$ cat src/rtl/stopwatch_if.sv
// Control and display bundle of the stopwatch core: button/adjust inputs in,
// BCD time, binary seconds and status flags out.
interface stopwatch_if;
    logic        btn_clear;
    logic        btn_run;
    logic        adj;
    logic [1:0]  sel;
    logic [3:0]  num;
    logic        load;
    logic        down;
    logic [15:0] digits;
    logic [12:0] seconds;
    logic        running;
    logic        done;
    logic        blink;
    logic        tick;

    modport master (
        output btn_clear, btn_run, adj, sel, num, load, down,
        input  digits, seconds, running, done, blink, tick
    );

    modport slave (
        input  btn_clear, btn_run, adj, sel, num, load, down,
        output digits, seconds, running, done, blink, tick
    );
endinterface

$ cat src/rtl/stopwatch_core.sv
// MM:SS stopwatch/timer with run/pause, clear, digit load, count-down with a
// done flag, wrap-or-saturate at 99:59 and a blink phase for the edited digit.
module stopwatch_core #(
    parameter int CLK_DIV   = 100000000,
    parameter int BLINK_DIV = 25000000,
    parameter bit WRAP      = 1'b1
) (
    input  logic       clk,
    input  logic       rst_n,
    stopwatch_if.slave sw
);

    localparam int PW = $clog2(CLK_DIV);
    localparam int BW = $clog2(BLINK_DIV);
    localparam logic [PW-1:0] PRE_LAST   = PW'(CLK_DIV - 1);
    localparam logic [BW-1:0] BLINK_LAST = BW'(BLINK_DIV - 1);
    localparam logic [15:0]   MAX_TIME   = 16'h9959;

    typedef enum logic [1:0] {IDLE, RUN, PAUSE, DONE} state_t;

    state_t        state_q;
    logic [15:0]   digits_q;
    logic [12:0]   seconds_q;
    logic [PW-1:0] pre_q;
    logic [BW-1:0] blink_cnt_q;
    logic          blink_q;
    logic          running_q;
    logic          done_q;
    logic          tick_q;

    logic [15:0]   loaded_d;
    logic [15:0]   inc_d;
    logic [15:0]   dec_d;
    logic          strobe;

    function automatic logic [15:0] bcd_inc(input logic [15:0] d);
        logic [3:0] s0, s1, m0, m1;
        {m1, m0, s1, s0} = d;
        if (s0 != 4'd9) s0 = s0 + 4'd1;
        else begin
            s0 = 4'd0;
            if (s1 != 4'd5) s1 = s1 + 4'd1;
            else begin
                s1 = 4'd0;
                if (m0 != 4'd9) m0 = m0 + 4'd1;
                else begin
                    m0 = 4'd0;
                    m1 = (m1 == 4'd9) ? 4'd0 : m1 + 4'd1;
                end
            end
        end
        return {m1, m0, s1, s0};
    endfunction

    // Borrow mirrors the carry: s1 reloads 5, every other digit reloads 9.
    function automatic logic [15:0] bcd_dec(input logic [15:0] d);
        logic [3:0] s0, s1, m0, m1;
        {m1, m0, s1, s0} = d;
        if (s0 != 4'd0) s0 = s0 - 4'd1;
        else begin
            s0 = 4'd9;
            if (s1 != 4'd0) s1 = s1 - 4'd1;
            else begin
                s1 = 4'd5;
                if (m0 != 4'd0) m0 = m0 - 4'd1;
                else begin
                    m0 = 4'd9;
                    m1 = (m1 == 4'd0) ? 4'd9 : m1 - 4'd1;
                end
            end
        end
        return {m1, m0, s1, s0};
    endfunction

    function automatic logic [12:0] bcd_to_bin(input logic [15:0] d);
        return 13'(d[15:12]) * 13'd600 + 13'(d[11:8]) * 13'd60
             + 13'(d[7:4]) * 13'd10 + 13'(d[3:0]);
    endfunction

    // Per-digit load value, clamped to the legal range of that digit.
    for (genvar gi = 0; gi < 4; gi++) begin : g_load
        localparam logic [3:0] LIM = (gi == 1) ? 4'd5 : 4'd9;
        assign loaded_d[gi*4 +: 4] = (sw.sel == 2'(gi))
                                   ? ((sw.num > LIM) ? LIM : sw.num)
                                   : digits_q[gi*4 +: 4];
    end

    assign inc_d  = bcd_inc(digits_q);
    assign dec_d  = bcd_dec(digits_q);
    assign strobe = (pre_q == PRE_LAST);

    always_ff @(posedge clk) begin
        if (!rst_n) begin
            state_q     <= IDLE;
            digits_q    <= '0;
            seconds_q   <= '0;
            pre_q       <= '0;
            blink_cnt_q <= '0;
            blink_q     <= 1'b0;
            running_q   <= 1'b0;
            done_q      <= 1'b0;
            tick_q      <= 1'b0;
        end else begin
            tick_q    <= 1'b0;
            seconds_q <= bcd_to_bin(digits_q);

            if (!sw.adj) begin
                blink_cnt_q <= '0;
                blink_q     <= 1'b0;
            end else if (blink_cnt_q == BLINK_LAST) begin
                blink_cnt_q <= '0;
                blink_q     <= ~blink_q;
            end else begin
                blink_cnt_q <= blink_cnt_q + 1'b1;
            end

            if (sw.btn_clear) begin
                digits_q  <= '0;
                done_q    <= 1'b0;
                pre_q     <= '0;
                state_q   <= IDLE;
                running_q <= 1'b0;
            end else if (sw.adj) begin
                if (state_q == RUN) begin
                    state_q   <= PAUSE;
                    running_q <= 1'b0;
                end
                if (sw.load) begin
                    digits_q <= loaded_d;
                    done_q   <= 1'b0;
                    if (state_q == DONE) state_q <= PAUSE;
                end
            end else if (sw.btn_run) begin
                case (state_q)
                    IDLE, PAUSE: begin
                        if (sw.down && digits_q == 16'h0000) begin
                            state_q <= DONE;
                            done_q  <= 1'b1;
                        end else begin
                            state_q   <= RUN;
                            running_q <= 1'b1;
                            pre_q     <= '0;
                        end
                    end
                    RUN: begin
                        state_q   <= PAUSE;
                        running_q <= 1'b0;
                    end
                    default: ;
                endcase
            end else if (state_q == RUN) begin
                pre_q <= strobe ? '0 : pre_q + 1'b1;
                if (strobe) begin
                    if (sw.down) begin
                        if (digits_q == 16'h0000) begin
                            state_q   <= DONE;
                            running_q <= 1'b0;
                            done_q    <= 1'b1;
                        end else begin
                            digits_q <= dec_d;
                            tick_q   <= 1'b1;
                            // Reaching zero still shows the tick, then stops.
                            if (dec_d == 16'h0000) begin
                                state_q   <= DONE;
                                running_q <= 1'b0;
                                done_q    <= 1'b1;
                            end
                        end
                    end else if (digits_q == MAX_TIME) begin
                        if (WRAP) begin
                            digits_q <= '0;
                            tick_q   <= 1'b1;
                        end else begin
                            state_q   <= DONE;
                            running_q <= 1'b0;
                            done_q    <= 1'b1;
                        end
                    end else begin
                        digits_q <= inc_d;
                        tick_q   <= 1'b1;
                    end
                end
            end
        end
    end

    assign sw.digits  = digits_q;
    assign sw.seconds = seconds_q;
    assign sw.running = running_q;
    assign sw.done    = done_q;
    assign sw.blink   = blink_q & sw.adj;
    assign sw.tick    = tick_q;

endmodule

$ cat src/flat_wrapper.sv
// flat-port wrapper written by rule: the top's interface ports become plain ports
module stopwatch_core_flat 
#(
    parameter int CLK_DIV   = 100000000,
    parameter int BLINK_DIV = 25000000,
    parameter bit WRAP      = 1'b1
)
  (clk, rst_n, sw_btn_clear, sw_btn_run, sw_adj, sw_sel, sw_num, sw_load, sw_down, sw_digits, sw_seconds, sw_running, sw_done, sw_blink, sw_tick);
  stopwatch_if sw_i ();
  input  logic clk;
  input  logic rst_n;
  input wire logic [$bits(sw_i.btn_clear)-1:0] sw_btn_clear;
  input wire logic [$bits(sw_i.btn_run)-1:0] sw_btn_run;
  input wire logic [$bits(sw_i.adj)-1:0] sw_adj;
  input wire logic [$bits(sw_i.sel)-1:0] sw_sel;
  input wire logic [$bits(sw_i.num)-1:0] sw_num;
  input wire logic [$bits(sw_i.load)-1:0] sw_load;
  input wire logic [$bits(sw_i.down)-1:0] sw_down;
  output wire logic [$bits(sw_i.digits)-1:0] sw_digits;
  output wire logic [$bits(sw_i.seconds)-1:0] sw_seconds;
  output wire logic [$bits(sw_i.running)-1:0] sw_running;
  output wire logic [$bits(sw_i.done)-1:0] sw_done;
  output wire logic [$bits(sw_i.blink)-1:0] sw_blink;
  output wire logic [$bits(sw_i.tick)-1:0] sw_tick;
  assign sw_i.btn_clear = sw_btn_clear;
  assign sw_i.btn_run = sw_btn_run;
  assign sw_i.adj = sw_adj;
  assign sw_i.sel = sw_sel;
  assign sw_i.num = sw_num;
  assign sw_i.load = sw_load;
  assign sw_i.down = sw_down;
  assign sw_digits = sw_i.digits;
  assign sw_seconds = sw_i.seconds;
  assign sw_running = sw_i.running;
  assign sw_done = sw_i.done;
  assign sw_blink = sw_i.blink;
  assign sw_tick = sw_i.tick;
  stopwatch_core #(.CLK_DIV(CLK_DIV), .BLINK_DIV(BLINK_DIV), .WRAP(WRAP)) u_core (.clk(clk), .rst_n(rst_n), .sw(sw_i));
endmodule
$ cat config.mk
export PLATFORM = sky130hd
export DESIGN_NAME = stopwatch_core_flat
export DESIGN_NICKNAME = d
export VERILOG_FILES = /design/src/rtl/stopwatch_if.sv /design/src/rtl/stopwatch_core.sv /design/src/flat_wrapper.sv
export SDC_FILE = /design/constraint.sdc
export NUM_CORES = 1
export LEC_CHECK = 0
export CELL_PAD_IN_SITES_DETAIL_PLACEMENT = 0
export CELL_PAD_IN_SITES_GLOBAL_PLACEMENT = 1
export CORE_MARGIN = 2
export CORE_UTILIZATION = 49
export CTS_CLUSTER_SIZE = 24
export DETAILED_ROUTE_END_ITERATION = 16
export PLACE_DENSITY = 0.93
export SLEW_MARGIN = 0
export SYNTH_ARGS = -nofsm -noshare
export SYNTH_HDL_FRONTEND = slang
export SYNTH_SLANG_ARGS = --single-unit
$ cat constraint.sdc
create_clock -name clk -period 12 [get_ports clk]
set_clock_uncertainty 0.15 [all_clocks]
set_input_delay 3 -clock clk [delete_from_list [all_inputs] [get_ports clk]]
set_output_delay 3 -clock clk [all_outputs]
set_load 0.05 [all_outputs]
Word-level counts from Yosys, hierarchy flattened
Cells that the tools add are included.
- multiplexer cells: 73
- eq/ne operators: 29
- add/sub/neg operators: 13
- multipliers: 3
- bitwise operators: 6
- $lt $le $gt $ge: 2
- divide/modulo/power cells: 0
- reductions and logical operators: 31
- shift operators: 0
- operators by type and width (kind ; count):
    2-to-1 mux 27 bit ; 5
    2-to-1 mux 16 bit ; 8
    2-to-1 mux 4 bit ; 26
    logical NOT 16 bit ; 2
    adder 27 x 1 -> 27 bit, second input constant ; 1
    == test 27 bit, second input constant ; 1
    adder 25 x 1 -> 25 bit, second input constant ; 1
    == test 25 bit, second input constant ; 1
    inequality test 4 bit, second input constant ; 6
    2-to-1 mux 2 bit ; 11
    2-to-1 mux 1 bit ; 21
    AND reduction 7 bit ; 3
    adder 4 x 1 -> 4 bit, second input constant ; 4
    == test 16 bit, second input constant ; 1
    inequality test 2 x 1 -> 1 bit, second input constant ; 8
    nonzero test 4 bit ; 4
    subtractor 4 x 1 -> 4 bit, second input constant ; 4
    adder 13 x 10 -> 13 bit ; 1
    adder 13 x 4 -> 13 bit ; 1
    adder 13 x 8 -> 13 bit ; 1
    nonzero test 3 bit ; 4
    multiplier 4 x 7 -> 10 bit, second input constant ; 1
    AND reduction 9 bit ; 1
    == test 2 bit, second input constant ; 4
    26 further kinds ; 37
- latch bits: 0
- ROM bits: 0
- memory bits (writable): 0
- output and inout port bits: 33
- memories: 0
- bits of input ports: 13
- logic and storage cells: 169
- register bits: 87

Depth between registers and ports, before layout
Gate-level depths: netlist (run 1).
- depth in word-level cells: 13
- gate-level depth with buffers: 18
- depth with buffers taken out: 18

Worst setup path before layout (run 1)
Ideal clock, no wire load.
- path kind: input port to output port
- from: input port sw_adj
- to: output port sw_blink
- data required time: 8.850 ns
- path slack: 4.762 ns
- path buffers: 3
- arrival time: 4.088 ns
- stages on the path: 4
- path through: buf_6 clkbuf_1 clkbuf_1 and2_1
- cells in the longest elaborated chain, start to end: 1
- ends and longest elaborated chain (item ; RTL line ; RTL):
    start, declared ; flat_wrapper.sv:14 ; input wire logic [$bits(sw_i.adj)-1:0] sw_adj;
    bitwise AND 1 bit ; stopwatch_core.sv:191 ; assign sw.blink = blink_q & sw.adj;
    end, declared ; flat_wrapper.sv:23 ; output wire logic [$bits(sw_i.blink)-1:0] sw_blink;
No other way between the ends.

Worst setup path in the final report (run 1)
Ends and elaborated chain as after synthesis.

==> out/results.ini, run 1 <==
[pwr]
p_total_w=0.000653
powerDensity_nw_per_um2=90.0
cellLeakagePower_nw=2.94
vdd_drop_max_mv=0.0681

[cts]
cts_buffers=9
post_cts_resized=0
cts_tree=yes
clk_latency_ns=0.35
root_buffer=clkbuf_16
clkTransAtPathRegs_ns=0.06
post-cts-setup-buffers=0
hold_buffers=0
cts_num_sinks=87
clockBufferDepth=2
htree_num_levels=3

[floorplan]
start_util=0.505
num_io_pins=46
die_x_um=118
core.rowCount=41
fp.dieH_um=118
coreArea_um2=12700
die_area_um2=14000

[global_routing]
grt_max_degree=38
grt-ovfl-total=0
track_usage=0.215
antenna_found_initial=0
grt_pass1_vias=5321
grt_pass1_wl_um=25000

[worst_setup_path]
critPathRequiredTime_ns=8.85
cp-start-kind=input port
cp_data_arrival_time_ns=4.83
path_max_fanout=36
worstReg2RegStart=u_core.sw.digits[10]
critPathKind=input port to output port
cp-end-kind=output port
cp-startpoint=sw_adj

[sta]
fmax_mhz=125
min_period_over_period=0.665
finalCriticalPeriod_ns=7.98
hold_viol_final=0
rsz0062_at_grt=no
setup_tns_ns=0
setup_viol=0
maxSlewViolCount=0
whs_ns=0.302
tightest_slew_ns=0.957
relSlewSlack=0.360

[drt]
first_pass_iters=5
ant_nets=0
num_vias=5556
via_per_inst=5.72
wl_per_cell_um=15.7
drtIter0Drc=342
wirelength_um=15300
remaining_drc_errors=0

[layout]
drive_gt1_frac=0.0451
fill_cells=1184
diodes=0
multi_input_area_um2=4400
area_growth_pct=13.1
fin_nets=893
seq_area_um2=1740
final_util=0.571

[flow_run]
drv_cap=0

[yosys]
postSynthCellCount=762
syn_nets=861
synth.area.top_cells=dfxtp_1, ha_1, nor2_1
synth_edf_count=0
syn_avg_cell_area_um2=8.43
yosys.area.top_type_share=0.271
async_flop_share=0
ys_ff_latch=87
yosys.area.top_type=dfxtp_1
ys.warnings.count=0
synthFlopType=dfxtp_1
ys_seq_area_frac=0.271
ys_types=79
synth_area_um2=6420

[place]
dp_hpwl_um=11000
io_buffers=45
gp_congestion=0.897

[outcome]
status=finished clean

[hold_path]
hold_class=register to register
min_from=u_core.blink_cnt_q[0]

metrics by stage:
step                instance area, um^2  setup WS (ns)  std cells
floorplan                          6420           4.76        762
global placement                   6960           4.03        955
detailed placement                 6960           4.03        955
CTS                                7260           4.04        971
global route                       7260           3.96        971
finish                             7260           4.02        971
per-layer routing:
layer / track usage / part of all wire / up-vias
li1: - / - / 2764
met1: 0.278 / 0.47 / 2664
met2: 0.370 / 0.48 / 114
met3: 0.0391 / 0.035 / 14
met4: 0.0543 / 0.0095 / 0
met5: 0 / 0 / -
flip-flops by register name, indices dropped and copies added (netlist names):
register / cells
u_core.sw.digits: 16
u_core.sw.seconds: 13
u_core.blink_q: 1
u_core.sw.running: 1
u_core.state_q: 2
u_core.blink_cnt_q: 25
u_core.sw.tick: 1
u_core.sw.done: 1
u_core.pre_q: 27
Yosys cell counts, drive strengths merged, types with 6 or more instances:
| cell | instances |
|---|---|
| nor3 | 19 |
| nor2 | 104 |
| inv | 38 |
| fa | 15 |
| and3 | 10 |
| clkbuf | 16 |
| o211ai | 10 |
| nand2 | 58 |
| o21a | 6 |
| nor4 | 8 |
| a21oi | 43 |
| nor2b | 12 |
| xor2 | 27 |
| xnor2 | 38 |
| nand3 | 23 |
| a31oi | 6 |
| and2 | 12 |
| ha | 71 |
| nor3b | 6 |
| dfxtp | 87 |
| nand4 | 11 |
| o21ai | 28 |
| buf | 10 |
where the power goes:
part           switching (W)  leakage (nW)  internal (W)
sequential        0.00000360         0.702      0.000291
clock               0.000119         0.138      0.000167
combinational      0.0000458          2.10     0.0000266
cell families after synthesis:
family,synth area share
AO/OA/AOI/OAI,0.164
multiplexers,0.00974
AND/OR/NAND/NOR,0.237
adder cells (fa/ha/maj),0.185
flip-flops,0.271
XOR/XNOR,0.0886
buffers and inverters,0.0440
worst max-delay path, cell delays in order:
cell,delay (ns)
clkdlybuf4s50_1,0.45
buf_4,0.34
and2_1,0.22
clkdlybuf4s50_1,0.81
layout make-up:
type | count | area share
Clock buffer | 11 | 0.0334
Clock inverter | 5 | 0.00792
Inverter | 38 | 0.0196
Multi-Input combinational cell | 611 | 0.606
Sequential cell | 87 | 0.240
Tap cell | 172 | 0.0296
Timing Repair Buffer | 47 | 0.0641
placed cells by master (no fill, tap or decap), types with 5 or more instances in the layout:
cell,instances
o211a_1,5
a31oi_1,6
inv_1,38
o21a_1,6
xnor2_1,38
and2_1,12
nor3b_1,6
clkbuf_16,9
nand3b_1,5
or3_1,5
o211ai_1,10
clkdlybuf4s50_1,45
fa_1,15
ha_1,71
nor2_1,102
nor3_1,18
nor4_1,8
o21bai_1,5
o21ai_0,27
a21oi_1,42
nand3_1,23
nand4_1,11
xor2_1,27
nand2_1,58
dfxtp_1,87
and3_1,10
a21o_1,5
nor2b_1,12
worst paths after layout:
| path | to | slack [ns] | cells after the start |
|---|---|---|---|
| max reg2reg | u_core.sw.seconds[12] | 6.96 | 16 |
| min | u_core.blink_cnt_q[0] | 0.30 | 1 |
| max | sw_blink | 4.02 | 4 |
| min reg2reg | u_core.blink_cnt_q[0] | 0.30 | 1 |
(Power assumes the default switching activity.)
==> run 2: changes to the inputs <==
--- a/config.mk
+++ b/config.mk
@@ -8,10 +8,10 @@
 export CELL_PAD_IN_SITES_DETAIL_PLACEMENT = 0
 export CELL_PAD_IN_SITES_GLOBAL_PLACEMENT = 1
 export CORE_MARGIN = 2
-export CORE_UTILIZATION = 49
+export CORE_UTILIZATION = 41
 export CTS_CLUSTER_SIZE = 24
 export DETAILED_ROUTE_END_ITERATION = 16
-export PLACE_DENSITY = 0.93
+export PLACE_DENSITY = 0.84
 export SLEW_MARGIN = 0
 export SYNTH_ARGS = -nofsm -noshare
 export SYNTH_HDL_FRONTEND = slang
==> constraint.sdc (replaced) <==
create_clock -name clk -period 6.6 [get_ports clk]
set_clock_uncertainty 0.15 [all_clocks]
set_input_delay 1.65 -clock clk [delete_from_list [all_inputs] [get_ports clk]]
set_output_delay 1.65 -clock clk [all_outputs]
set_load 0.05 [all_outputs]
==> out/results.ini, run 2 (synthesized netlist as in run 1, its figures left out) <==
[drt]
num_vias=5393  ; -2.9%
via_per_inst=5.33  ; -6.9%
drtIter0Drc=342  ; unchanged
ant_nets=0  ; unchanged
wl_per_cell_um=14.7  ; -6.4%
wirelength_um=14900  ; -2.4%
remaining_drc_errors=0  ; unchanged
first_pass_iters=5  ; unchanged

[sta]
rsz0062_at_grt=no
setup_tns_ns=0  ; unchanged
fmax_mhz=201
finalCriticalPeriod_ns=4.97
tightest_slew_ns=0.959  ; +0.00239 ns
maxSlewViolCount=0  ; unchanged
hold_viol_final=0  ; unchanged
setup_viol=0  ; unchanged
whs_ns=0.297  ; -0.00520 ns
min_period_over_period=0.753
relSlewSlack=0.359  ; -0.00160

[cts]
clk_latency_ns=0.35  ; about the same
post_cts_resized=0  ; unchanged
htree_num_levels=3  ; unchanged
post-cts-setup-buffers=0  ; unchanged
clkTransAtPathRegs_ns=0.07  ; about the same
cts_num_sinks=87  ; unchanged
hold_buffers=0  ; unchanged
cts_buffers=9  ; unchanged
root_buffer=clkbuf_16
clockBufferDepth=2  ; unchanged
cts_tree=yes

[layout]
largest_register_ffs=27  ; unchanged
drive_gt1_frac=0.0487  ; +0.00363
fin_nets=895  ; +0.22%
final_common_cell=nor2_1
diodes=0  ; unchanged
mostFrequentLayoutCells=nor2_1, dfxtp_1, ha_1
fill_cells=1487  ; +26%
area_growth_pct=14.2
top_register=u_core.pre_q
finalInstanceArea_um2=7330  ; +0.96%

[floorplan]
die_x_um=129  ; +9.0%
coreArea_um2=15300  ; +20%
fp.dieH_um=129  ; +9.0%
core.rowCount=45  ; +9.8%
num_io_pins=46  ; unchanged
die_area_um2=16700  ; +19%
start_util=0.421  ; -0.0839

[global_routing]
track_usage=0.184  ; -0.0306
grt_max_degree=38  ; unchanged
grt_pass1_wl_um=24700  ; -1.0%
grt_pass1_vias=5141  ; -3.4%
antenna_found_initial=0  ; unchanged
grt-ovfl-total=0  ; unchanged

[worst_setup_path]
critPathRequiredTime_ns=4.80  ; -4.05 ns
path_max_fanout=2  ; -94%
cp-start-kind=input port
critPathKind=input port to output port
cp-end-kind=output port
cp_data_arrival_time_ns=3.17  ; -1.66 ns

[hold_path]
hold_class=register to register

[place]
dp_hpwl_um=11000  ; -0.54%
gp_congestion=0.863  ; -3.9%
postPlaceCellArea_um2=7030  ; +0.92%
io_buffers=45  ; unchanged

[flow_run]
drv_cap=0  ; unchanged

[pwr]
vdd_drop_max_mv=0.130  ; +91%
powerDensity_nw_per_um2=163  ; +81%
cellLeakagePower_nw=2.96  ; +0.60%

[outcome]
status=finished clean

[run 2: cell count changes in the layout (fill, tap and decap cells not counted), sizes merged]
cell,before,now
clkinv,1,4
clkbuf,11,9
clkinvlp,3,1
inv,38,39
buf,2,4
[run 2: area by class of cell]
class	count	area, um^2	area share
tap	211	264	0.0360
clock buffer	9	225	0.0307
timing repair buffer	49	480	0.0655
inverter	38	143	0.0195
clock inverter	7	81.3	0.0111
multi-input combinational	611	4400	0.600
sequential	87	1740	0.238
[run 2: path summary, 6_finish.rpt]
check | slack, ns | cells after the start | to | start
max reg2reg | 1.71 | 16 | u_core.sw.seconds[12] | u_core.sw.digits[10]
max | 1.63 | 3 | sw_blink | sw_adj
min reg2reg | 0.30 | 1 | u_core.blink_cnt_q[0] | u_core.blink_cnt_q[0]
min | 0.30 | 1 | u_core.blink_cnt_q[0] | u_core.blink_cnt_q[0]
[run 2: metal layers]
metal,global-route usage,vias up,part of all wire
met5,0,-,0
met4,0.0620,0,0.017
met3,0.0293,16,0.033
met2,0.297,96,0.45
met1,0.253,2519,0.50
li1,-,2762,-
[run 2: critical path, stage by stage]
cell and delay [ns]:
clkdlybuf4s50_1 0.53, and2_1 0.18, clkdlybuf4s50_1 0.81
[run 2: where the power goes]
group          switching (W)  internal [W]
combinational      0.0000831     0.0000491
sequential        0.00000620      0.000529
clock               0.000230      0.000297
[run 2: stage by stage]
| stage | worst slack [ns] | power (W) | util | cells |
|---|---|---|---|---|
| final | 1.63 | 0.00120 | 0.481 | 1012 |
| after detailed placement | 1.59 | 0.000679 | 0.461 | 996 |
| after CTS | 1.59 | 0.00121 | 0.481 | 1012 |
| after global placement | 1.58 | 0.000679 | 0.461 | 996 |
| after global routing | 1.34 | 0.00125 | 0.481 | 1012 |
| after floorplan | 1.63 | 0.000640 | - | 762 |
==> run 3: changes to the inputs <==
--- a/config.mk
+++ b/config.mk
@@ -8,10 +8,10 @@
 export CELL_PAD_IN_SITES_DETAIL_PLACEMENT = 0
 export CELL_PAD_IN_SITES_GLOBAL_PLACEMENT = 1
 export CORE_MARGIN = 2
-export CORE_UTILIZATION = 41
+export CORE_UTILIZATION = 46
 export CTS_CLUSTER_SIZE = 24
 export DETAILED_ROUTE_END_ITERATION = 16
-export PLACE_DENSITY = 0.84
+export PLACE_DENSITY = 0.89
 export SLEW_MARGIN = 0
 export SYNTH_ARGS = -nofsm -noshare
 export SYNTH_HDL_FRONTEND = slang
==> constraint.sdc (replaced) <==
create_clock -name clk -period 4.7 [get_ports clk]
set_clock_uncertainty 0.15 [all_clocks]
set_input_delay 1.175 -clock clk [delete_from_list [all_inputs] [get_ports clk]]
set_output_delay 1.175 -clock clk [all_outputs]
set_load 0.05 [all_outputs]
==> out/results.ini, run 3 (synthesized netlist as in run 1, its figures left out) <==
[layout]
finalInstanceArea_um2=7460  ; +1.7%
fin_nets=908  ; +1.5%
stdcell_count=994  ; -1.8%
diodes=0  ; unchanged
multi_input_area_um2=4470  ; +1.6%
top_register=u_core.pre_q
seq_area_um2=1750  ; +0.29%
largest_register_ffs=27  ; unchanged
fill_cells=1298  ; -13%
mostFrequentLayoutCells=nor2_1, dfxtp_1, ha_1
drive_gt1_frac=0.0786  ; +0.0299
final_common_cell=nor2_1
area_growth_pct=16.1
final_util=0.542  ; +0.0609

[worst_setup_path]
cp-start-kind=register
r2r_end=u_core.sw.seconds[12]
critPathRequiredTime_ns=4.79  ; about the same
cp_data_arrival_time_ns=4.66  ; +1.49 ns
critical_path.top_delay_family=adder cells
crit_chain=fa_1 > inv_1 > fa_1 > inv_1 > ha_1 > a21o_1 > a21oi_2 > xnor2_2 > fa_1 > ha_4 > ha_4 > o21a_1 > a2111oi_2 > or3_1 > o21ai_2 > xnor2_1 > nor2b_1
max_stage_delay_ns=0.57  ; -0.24 ns
cp-end-kind=register
worstReg2RegStart=u_core.sw.digits[8]
cp_common_cell=fa_1
cp_slowest_cell=fa_1
path_max_fanout=3  ; +1
critPathKind=register to register
rr_worst_depth=17  ; +1
crit_buf_inv=2  ; unchanged
rrSetupSlack_ns=0.13  ; -1.58 ns

[global_routing]
antenna_found_initial=0  ; unchanged
track_usage=0.216  ; +0.0318
grt-ovfl-total=0  ; unchanged
grt_pass1_wl_um=25700  ; +4.1%
grt_max_degree=37  ; -2.6%
grt_pass1_vias=5428  ; +5.6%

[floorplan]
start_util=0.466  ; +0.0454
coreArea_um2=13800  ; -9.7%
die_x_um=122  ; -5.4%
fp.dieH_um=122  ; -5.4%
core.rowCount=43  ; -4.4%
die_area_um2=14900  ; -11%
num_io_pins=46  ; unchanged

[cts]
clkTransAtPathRegs_ns=0.07  ; about the same
cts_buffers=9  ; unchanged
post-cts-setup-buffers=0  ; unchanged
cts_num_sinks=87  ; unchanged
htree_num_levels=3  ; unchanged
cts_tree=yes
root_buffer=clkbuf_16
clockBufferDepth=2  ; unchanged
clk_latency_ns=0.35  ; about the same

[drt]
wl_per_cell_um=16.1  ; +9.1%
num_vias=5617  ; +4.2%
wirelength_um=16000  ; +7.1%
ant_nets=0  ; unchanged
first_pass_iters=5  ; unchanged
via_per_inst=5.65  ; +6.0%
remaining_drc_errors=0  ; unchanged
drtIter0Drc=372  ; +8.8%

[outcome]
status=finished clean

[sta]
whs_ns=0.309  ; +0.0118 ns
maxSlewViolCount=0  ; unchanged
tightest_slew_ns=0.935  ; -0.0239 ns
hold_viol_final=0  ; unchanged
relSlewSlack=0.375  ; +0.0160
finalCriticalPeriod_ns=4.57
fmax_mhz=219
min_period_over_period=0.972
setup_viol=0  ; unchanged
rsz0062_at_grt=yes

[place]
placedCellCount=978  ; -1.8%
io_buffers=45  ; unchanged
gp_congestion=0.924  ; +7.1%
postPlaceCellArea_um2=7100  ; +1.1%
dp_hpwl_um=11700  ; +6.3%

[flow_run]
drv_cap=0  ; unchanged

[hold_path]
holdPathEnd=u_core.blink_cnt_q[0]
hold_class=register to register
min_from=u_core.blink_cnt_q[0]
whs_path_depth=1  ; unchanged

[pwr]
cellLeakagePower_nw=3.02  ; +2.3%
powerDensity_nw_per_um2=221  ; +36%
vdd_drop_max_mv=0.161  ; +24%

## run 3: worst reg2reg max path, cell delays in order (launching register included)
cell and delay, ns:
dfxtp_2 0.33, fa_1 0.57, inv_1 0.06, fa_1 0.47, inv_1 0.06, ha_1 0.28
a21o_1 0.19, a21oi_2 0.19, xnor2_2 0.14, fa_1 0.47, ha_4 0.24, ha_4 0.27
o21a_1 0.15, a2111oi_2 0.07, or3_1 0.43, o21ai_2 0.16, xnor2_1 0.14, nor2b_1 0.06
## run 3: per-layer routing
layer	vias up	part of all wire	GRT usage
met5	-	0	0
met4	0	0.029	0.0999
met3	33	0.039	0.0286
met2	146	0.48	0.361
met1	2652	0.45	0.277
li1	2786	-	-
## run 3: per-stage QoR
stage / power (W) / setup WS [ns] / TNS [ns]
2_1_floorplan: 0.000898 / 0.0248 / 0
6_report: 0.00165 / 0.130 / 0
3_5_place_dp: 0.000957 / -0.0298 / -0.0298
4_1_cts: 0.00166 / 0.00879 / 0
5_1_grt: 0.00171 / -0.0464 / -0.0616
3_3_place_gp: 0.000954 / 0.0416 / 0
## run 3: how the worst max path moves through the flow
stage,start,to,slack [ns],cells after the start
CTS,u_core.sw.digits[8],u_core.sw.seconds[12],0.009,17
finish,u_core.sw.digits[8],u_core.sw.seconds[12],0.13,17
floorplan,u_core.sw.digits[10],u_core.sw.seconds[12],0.02,17
global placement,u_core.sw.digits[8],u_core.sw.seconds[12],0.04,17
detailed placement,u_core.sw.digits[8],u_core.sw.seconds[12],-0.03,17
global route,u_core.sw.digits[8],u_core.sw.seconds[12],-0.05,15
## run 3: layout make-up
| class | count | share of cell area |
|---|---|---|
| Timing Repair Buffer | 62 | 0.0788 |
| Inverter | 38 | 0.0191 |
| Tap cell | 180 | 0.0302 |
| Sequential cell | 87 | 0.234 |
| Clock inverter | 4 | 0.00403 |
| Clock buffer | 12 | 0.0344 |
| Multi-Input combinational cell | 611 | 0.599 |
## run 3: what timing repair did
| item | in CTS | in global routing |
|---|---|---|
| endpoints found under the setup margin | 1 | 4 |
| endpoints found under the hold margin | 0 | 0 |
| hold buffers | 0 | 0 |
| pin swaps | 1 | 6 |
| gates resized for setup | 1 | 9 |
## run 3: power by group
group,total (W),switching (W),internal (W)
clock network,0.000703,0.000314,0.000389
registers,0.000750,0.00000596,0.000744
logic,0.000197,0.000124,0.0000737
